<file path="src/rtl/spi_flash_controller.sv">
// SPI mode-0 flash master: one transaction per start (opcode, optional 24-bit address, optional data).
// Optional DUMMY_CYCLES_EN adds a dummy_en port and an 8-sclk DUMMY phase for fast-read style commands.
module spi_flash_controller #(
  parameter int CLK_DIV = 2,
  parameter int LEN_W   = 4
) (
  input  logic             clk,
  input  logic             rst_n,
  input  logic             start,
  input  logic [7:0]       opcode,
  input  logic [23:0]      addr,
  input  logic             has_addr,
  input  logic [LEN_W-1:0] length,
  input  logic             read_write,
  input  logic [7:0]       tx_data,
  input  logic             tx_valid,
  output logic             tx_ready,
  output logic [7:0]       rx_data,
  output logic             rx_valid,
  output logic             busy,
  output logic             done,
  output logic [2:0]       phase,
  output logic             sclk,
  output logic             cs_n,
  output logic             mosi,
`ifdef DUMMY_CYCLES_EN
  input  logic             dummy_en,
`endif
  input  logic             miso
);

  localparam int DIV_W = (CLK_DIV > 1) ? $clog2(2 * CLK_DIV) : 1;
  localparam logic [DIV_W-1:0] HALF_M1 = DIV_W'(CLK_DIV - 1);
  localparam logic [DIV_W-1:0] GAP_M1  = DIV_W'(2 * CLK_DIV - 1);

  typedef enum logic [2:0] {
    ST_IDLE     = 3'd0,
    ST_CS_SETUP = 3'd1,
    ST_CMD      = 3'd2,
    ST_ADDR     = 3'd3,
    ST_DATA     = 3'd4,
    ST_CS_HOLD  = 3'd5,
    ST_CS_GAP   = 3'd6
`ifdef DUMMY_CYCLES_EN
    , ST_DUMMY  = 3'd7
`endif
  } state_e;

  state_e           state_q;
  state_e           hdr_next_d;
  logic [DIV_W-1:0] div_q;
  logic [4:0]       bit_q;
  logic [LEN_W-1:0] byte_q;
  logic [23:0]      sr_q;
  logic [6:0]       rx_sh_q;
  logic [23:0]      addr_q;
  logic             has_addr_q;
  logic             rd_q;
  logic             loaded_q;
  logic             sclk_q;
  logic             cs_n_q;
  logic             mosi_q;
  logic             busy_q;
  logic             done_q;
  logic             tx_ready_q;
  logic             rx_valid_q;
  logic [7:0]       rx_data_q;
`ifdef DUMMY_CYCLES_EN
  logic             dummy_q;
`endif

  // Phase that follows the end of CMD, ADDR or DUMMY.
  always_comb begin
    hdr_next_d = ST_CS_HOLD;
    if (state_q == ST_CMD && has_addr_q)
      hdr_next_d = ST_ADDR;
`ifdef DUMMY_CYCLES_EN
    else if (state_q != ST_DUMMY && dummy_q)
      hdr_next_d = ST_DUMMY;
`endif
    else if (byte_q != '0)
      hdr_next_d = ST_DATA;
  end

  always_ff @(posedge clk or negedge rst_n) begin
    if (!rst_n) begin
      state_q    <= ST_IDLE;
      div_q      <= '0;
      bit_q      <= '0;
      byte_q     <= '0;
      sr_q       <= '0;
      rx_sh_q    <= '0;
      addr_q     <= '0;
      has_addr_q <= 1'b0;
      rd_q       <= 1'b0;
      loaded_q   <= 1'b0;
      sclk_q     <= 1'b0;
      cs_n_q     <= 1'b1;
      mosi_q     <= 1'b0;
      busy_q     <= 1'b0;
      done_q     <= 1'b0;
      tx_ready_q <= 1'b0;
      rx_valid_q <= 1'b0;
      rx_data_q  <= '0;
`ifdef DUMMY_CYCLES_EN
      dummy_q    <= 1'b0;
`endif
    end else begin
      tx_ready_q <= 1'b0;
      rx_valid_q <= 1'b0;
      done_q     <= 1'b0;
      case (state_q)
        ST_IDLE: begin
          if (start) begin
            addr_q     <= addr;
            has_addr_q <= has_addr;
            byte_q     <= length;
            rd_q       <= read_write;
`ifdef DUMMY_CYCLES_EN
            dummy_q    <= dummy_en;
`endif
            sr_q       <= {opcode, 16'h0000};
            mosi_q     <= opcode[7];
            bit_q      <= 5'd7;
            div_q      <= '0;
            cs_n_q     <= 1'b0;
            busy_q     <= 1'b1;
            state_q    <= ST_CS_SETUP;
          end
        end
        ST_CS_SETUP: begin
          if (div_q == HALF_M1) begin
            div_q   <= '0;
            state_q <= ST_CMD;
          end else begin
            div_q <= div_q + 1'b1;
          end
        end
        ST_CMD, ST_ADDR,
`ifdef DUMMY_CYCLES_EN
        ST_DUMMY,
`endif
        ST_DATA: begin
          if (state_q == ST_DATA && !rd_q && !loaded_q) begin
            // Write byte boundary: sclk stays low until the next byte is offered.
            if (tx_valid) begin
              tx_ready_q <= 1'b1;
              sr_q       <= {tx_data, 16'h0000};
              mosi_q     <= tx_data[7];
              loaded_q   <= 1'b1;
              div_q      <= '0;
            end
          end else if (div_q != HALF_M1) begin
            div_q <= div_q + 1'b1;
          end else begin
            div_q  <= '0;
            sclk_q <= ~sclk_q;
            if (!sclk_q) begin
              rx_sh_q <= {rx_sh_q[5:0], miso};
              if (state_q == ST_DATA && rd_q && bit_q == 5'd0) begin
                rx_data_q  <= {rx_sh_q, miso};
                rx_valid_q <= 1'b1;
              end
            end else if (bit_q != 5'd0) begin
              bit_q  <= bit_q - 1'b1;
              sr_q   <= sr_q << 1;
              mosi_q <= sr_q[22];
            end else if (state_q == ST_DATA) begin
              byte_q   <= byte_q - 1'b1;
              bit_q    <= 5'd7;
              loaded_q <= 1'b0;
              mosi_q   <= 1'b0;
              if (byte_q == LEN_W'(1))
                state_q <= ST_CS_HOLD;
            end else begin
              state_q  <= hdr_next_d;
              loaded_q <= 1'b0;
              bit_q    <= (hdr_next_d == ST_ADDR) ? 5'd23 : 5'd7;
              sr_q     <= (hdr_next_d == ST_ADDR) ? addr_q : 24'h000000;
              mosi_q   <= (hdr_next_d == ST_ADDR) ? addr_q[23] : 1'b0;
            end
          end
        end
        ST_CS_HOLD: begin
          if (div_q == HALF_M1) begin
            div_q   <= '0;
            cs_n_q  <= 1'b1;
            state_q <= ST_CS_GAP;
          end else begin
            div_q <= div_q + 1'b1;
          end
        end
        ST_CS_GAP: begin
          if (div_q == GAP_M1) begin
            div_q   <= '0;
            busy_q  <= 1'b0;
            done_q  <= 1'b1;
            state_q <= ST_IDLE;
          end else begin
            div_q <= div_q + 1'b1;
          end
        end
        default: state_q <= ST_IDLE;
      endcase
    end
  end

  assign tx_ready = tx_ready_q;
  assign rx_data  = rx_data_q;
  assign rx_valid = rx_valid_q;
  assign busy     = busy_q;
  assign done     = done_q;
  assign phase    = state_q;
  assign sclk     = sclk_q;
  assign cs_n     = cs_n_q;
  assign mosi     = mosi_q;

endmodule

</file>
<file path="config.mk">
export PLATFORM = sky130hd
export DESIGN_NAME = spi_flash_controller
export DESIGN_NICKNAME = d
export VERILOG_FILES = /design/src/rtl/spi_flash_controller.sv
export SDC_FILE = /design/constraint.sdc
export NUM_CORES = 1
export LEC_CHECK = 0
export ABC_AREA = 1
export ABC_CLOCK_PERIOD_IN_PS = 2200
export CAP_MARGIN = 20
export CORE_MARGIN = 4
export CORE_UTILIZATION = 54
export DETAILED_ROUTE_END_ITERATION = 10
export PLACE_DENSITY = 0.8
export SETUP_SLACK_MARGIN = 0.1
export SLEW_MARGIN = 15
export SYNTH_ARGS = -nofsm -noshare
export SYNTH_HDL_FRONTEND = slang
export SYNTH_SLANG_ARGS = --single-unit
export TNS_END_PERCENT = 5
</file>
<file path="constraint.sdc">
create_clock -name clk -period 2.2 [get_ports clk]
set_input_delay 0.44 -clock clk [delete_from_list [all_inputs] [get_ports clk]]
set_output_delay 0.44 -clock clk [all_outputs]
set_load 0.01 [all_outputs]
</file>
==> key figures <==
Min path
  • Tightest Hold Check Type: in2async

Layout
  • Area of the multi-input gates: 1960 um^2
  • Filler cells: 679
  • Synth-to-layout area growth: 22.3%
  • Fin nets: 708
  • Share of cells above drive strength 1: 9.30%
  • Inserted Diodes: 0
  • FF+latch area: 2160 um^2
  • Area of all placed cells without fillers: 5400 um^2

STA
  • Worst clock skew: 0.00878 ns
  • Final sum of negative setup slack: 0 ns
  • Worst-case headroom to the max-slew limit: 66.3%
  • Transition time at the pin with the least slew margin: 0.504 ns
  • Period utilisation layout: 88.4%
  • Maximum frequency from static timing analysis: 0.514 GHz
  • Minimum clock period: 1.95 ns
  • Final slew viol count: 0
  • RSZ-0062 raised after global routing: yes
  • Final setup violation count: 0
  • Final hold violation count: 0

Global route
  • Initial antenna violation count: 0
  • Overall Global Routing Usage: 22.1%
  • Number of global-route vias before repair: 3808
  • Maximum number of pins on one net before global-route repair: 54
  • Global-route wire length before repair: 17500 um
  • Total congestion overflow after global routing: 0

Worst setup path
  • Reg-to-Reg Start: phase[2]
  • Kind of start point of the critical path: register
  • Cell family with most CP delay: simple AND/OR/NAND/NOR gates
  • Crit-path most repeated cell: sky130_fd_sc_hd__nand2_2
  • R2r endpoint: rx_data[4]
  • FF-to-FF path depth: 7
  • Crit path cell chain: nand2_2, inv_1, nor2_1, nand2_2, nor2_2, nand4_2, o21ai_1
  • Critical path's slowest cell: sky130_fd_sc_hd__dfrtp_2
  • Category of the worst setup path capture point: register
  • Worst Path Required: 2.47 ns
  • Crit path kind: reg2reg
  • Arrival @ worst endpoint: 2.21 ns
  • Critical Path Max Stage Delay: 0.51 ns
  • Highest fanout seen on the critical path: 16
  • Critical path buffers and inverters: 1
  • R2R setup slack: 0.25 ns

Yosys
  • Post-synth design cell area: 4410 um^2
  • Post-synthesis register bit count: 86
  • Post-synthesis cell type count: 30
  • Warnings, synthesis: 0
  • Net count after synthesis: 638
  • Post-synthesis average cell area: 7.60 um^2
  • Sequential share of the synthesized area: 48.8%
  • Instance count of the mapped netlist: 581

Die
  • IO Count: 69
  • DIE AREA: 9680 um^2
  • Rows: 32
  • Core Region: 7850 um^2
  • Initial Util: 56.2%
  • Die height: 98.4 um
  • Chip Width: 98.4 um

Placed design
  • Gpl congestion: 0.822
  • Port buffer count: 68
  • HPWL reported at the end of detailed placement: 7050 um
  • Total cell area at the placement stage: 5180 um^2

Clock tree
  • Clock latency on the worst-skew pair: 0.36 ns
  • Clock slew seen by the registers of the worst setup and hold paths: 0.09 ns
  • CTS tree: built
  • Number of buffers between clock root and the deepest sink: 2
  • Clock tree root buffer cell: sky130_fd_sc_hd__clkbuf_8
  • Number of post-CTS setup repair buffers: 0
  • Clock buffers created by TritonCTS: 9
  • H-Tree Level Count: 3
  • Clk sink count: 86

Job
  • Max-cap check violation count: 0

Routing
  • Overall routed net length: 10300 um
  • Number of vias per cell: 5.20
  • Number of search-and-repair iterations in the first detailed-routing pass: 4
  • Total vias in the final route: 3942
  • Post-route antenna net violation count: 0
  • Routed wire length per instance: 13.6 um
  • Number of remaining DRC errors: 0
  • Iteration-0 DRC count of the detailed router: 198

Pwr
  • Power share of the sequential group: 35.6%
  • Power Total: 0.00694 W
  • Internal power: 0.00381 W
  • PwrDens: 1290 nW/um^2
  • Switching portion of total power: 45.2%
  • Static Leak: 2.66 nW
  • Part of the power in combinational logic: 47.7%
  • Switching power of the nets: 0.00314 W
  • Peak supply drop: 0.574 mV
  • Part of the power in the clock network: 16.7%

Run status
  • Status: complete, no violations
cell usage in the layout (no fill, tap or decap), types with 7 or more instances in the layout:
| master | Yosys | layout |
|---|---|---|
| sky130_fd_sc_hd__nor2_4 | 6 | 7 |
| sky130_fd_sc_hd__nand3_1 | 49 | 49 |
| sky130_fd_sc_hd__nor2_1 | 25 | 25 |
| sky130_fd_sc_hd__buf_4 | 3 | 13 |
| sky130_fd_sc_hd__a21oi_1 | 18 | 18 |
| sky130_fd_sc_hd__clkdlybuf4s50_1 | 0 | 67 |
| sky130_fd_sc_hd__clkbuf_8 | 0 | 10 |
| sky130_fd_sc_hd__o21ai_1 | 26 | 26 |
| sky130_fd_sc_hd__o21ai_0 | 18 | 18 |
| sky130_fd_sc_hd__nand2_1 | 259 | 259 |
| sky130_fd_sc_hd__dfrtp_1 | 85 | 82 |
| sky130_fd_sc_hd__inv_1 | 33 | 33 |
layout make-up:
| type | instances | area share (%) |
|---|---|---|
| clock buffer | 10 | 2.55 |
| clock inverter | 6 | 1.27 |
| inverter | 41 | 2.85 |
| multi-input combinational | 432 | 36.4 |
| sequential | 86 | 40.0 |
| tap | 102 | 2.36 |
| timing repair buffer | 81 | 14.6 |
synth_stat cells:
cell / number / area, um^2
sky130_fd_sc_hd__nand2_1: 259 / 972
sky130_fd_sc_hd__dfrtp_1: 85 / 2130
sky130_fd_sc_hd__nand3_1: 49 / 245
sky130_fd_sc_hd__inv_1: 33 / 124
sky130_fd_sc_hd__o21ai_1: 26 / 130
sky130_fd_sc_hd__nor2_1: 25 / 93.8
sky130_fd_sc_hd__a21oi_1: 18 / 90.1
sky130_fd_sc_hd__o21ai_0: 18 / 90.1
sky130_fd_sc_hd__buf_2: 8 / 40.0
sky130_fd_sc_hd__buf_6: 6 / 67.6
sky130_fd_sc_hd__clkbuf_1: 6 / 22.5
sky130_fd_sc_hd__ha_1: 6 / 75.1
sky130_fd_sc_hd__inv_2: 6 / 22.5
sky130_fd_sc_hd__nor2_2: 6 / 37.5
sky130_fd_sc_hd__nor2_4: 6 / 67.6
sky130_fd_sc_hd__nand2_2: 5 / 31.3
sky130_fd_sc_hd__buf_4: 3 / 22.5
sky130_fd_sc_hd__clkinv_1: 2 / 7.51
sky130_fd_sc_hd__nand3_4: 2 / 35.0
sky130_fd_sc_hd__xor2_1: 2 / 17.5
sky130_fd_sc_hd__a21boi_0: 1 / 7.51
sky130_fd_sc_hd__a31oi_1: 1 / 6.26
sky130_fd_sc_hd__dfstp_2: 1 / 26.3
sky130_fd_sc_hd__nand4_1: 1 / 6.26
sky130_fd_sc_hd__nand4_2: 1 / 12.5
sky130_fd_sc_hd__nor3_1: 1 / 5.00
sky130_fd_sc_hd__nor4_1: 1 / 6.26
sky130_fd_sc_hd__o211ai_1: 1 / 7.51
sky130_fd_sc_hd__o31ai_1: 1 / 7.51
sky130_fd_sc_hd__xnor2_1: 1 / 8.76
through the flow:
step	utilization, %	setup slack, ns	cells	hold slack, ns
after floorplan	-	0.535	581	0.144
after global placement	66.0	0.125	741	0.413
after detailed placement	66.0	0.0744	741	0.423
after CTS	68.6	0.130	757	0.0268
after global routing	68.8	0.0712	758	0.0508
final	68.8	0.254	758	0.0181
worst register-to-register path, delay by kind of cell (launching register included):
kind / cells / cell delay [ns]
buffers and inverters: 1 / 0.05
flip-flops: 1 / 0.51
AO/OA/AOI/OAI: 1 / 0.29
AND/OR/NAND/NOR: 5 / 0.99
worst max path at each step:
stage,start,to,slack [ns],cells past startpoint
5_1_grt,phase[2],rx_data[4],0.07,7
6_report,phase[2],rx_data[4],0.25,7
4_1_cts,phase[2],phase[2],0.13,1
3_5_place_dp,start,sr_q[3],0.07,9
3_3_place_gp,start,sr_q[11],0.12,9
2_1_floorplan,bit_q[0],rx_data[5],0.53,8
cells by family after synthesis:
| family | count (synthesis) | synth area share [%] |
|---|---|---|
| adders and majority gates | 6 | 1.70 |
| AOI/OAI and AO/OA | 66 | 7.68 |
| xor gates and xnor gates | 3 | 0.596 |
| and+or+nand+nor | 356 | 34.3 |
| buffers and inverters | 64 | 6.95 |
| DFF | 86 | 48.8 |
registers in the layout, summed over array words and instances (netlist names):
| name | flops |
|---|---|
| addr_q | 24 |
| rd_q | 1 |
| tx_ready | 1 |
| loaded_q | 1 |
| sclk | 1 |
| rx_data | 8 |
| div_q | 2 |
| sr_q | 23 |
| phase | 3 |
| rx_valid | 1 |
| mosi | 1 |
| done | 1 |
| busy | 1 |
| cs_n | 1 |
| has_addr_q | 1 |
| rx_sh_q | 7 |
| bit_q | 5 |
| byte_q | 4 |
per-layer routing:
layer  track usage [%]  vias to the layer above  part of all wire [%]
met2              35.3                      118                    48
met5                 0                        -                     0
met1              29.3                     1825                    44
li1                  -                     1977                     -
met3              3.36                       22                   5.0
met4              10.9                        0                   3.2
what timing repair did:
| action | in CTS | in global routing |
|---|---|---|
| hold buffers | 0 | 0 |
| endpoints found under the setup margin | 0 | 39 |
| endpoints found under the hold margin | 0 | 0 |
| gates resized for setup | 0 | 4 |
power groups by stage:
stage	registers, W	logic [W]	clock network, W
2_1_floorplan	0.00240	0.00250	0
3_3_place_gp	0.00247	0.00313	0
3_5_place_dp	0.00249	0.00322	0
4_1_cts	0.00246	0.00324	0.00118
5_1_grt	0.00254	0.00373	0.00123
6_report	0.00247	0.00331	0.00116
(Power assumes the default switching activity.)
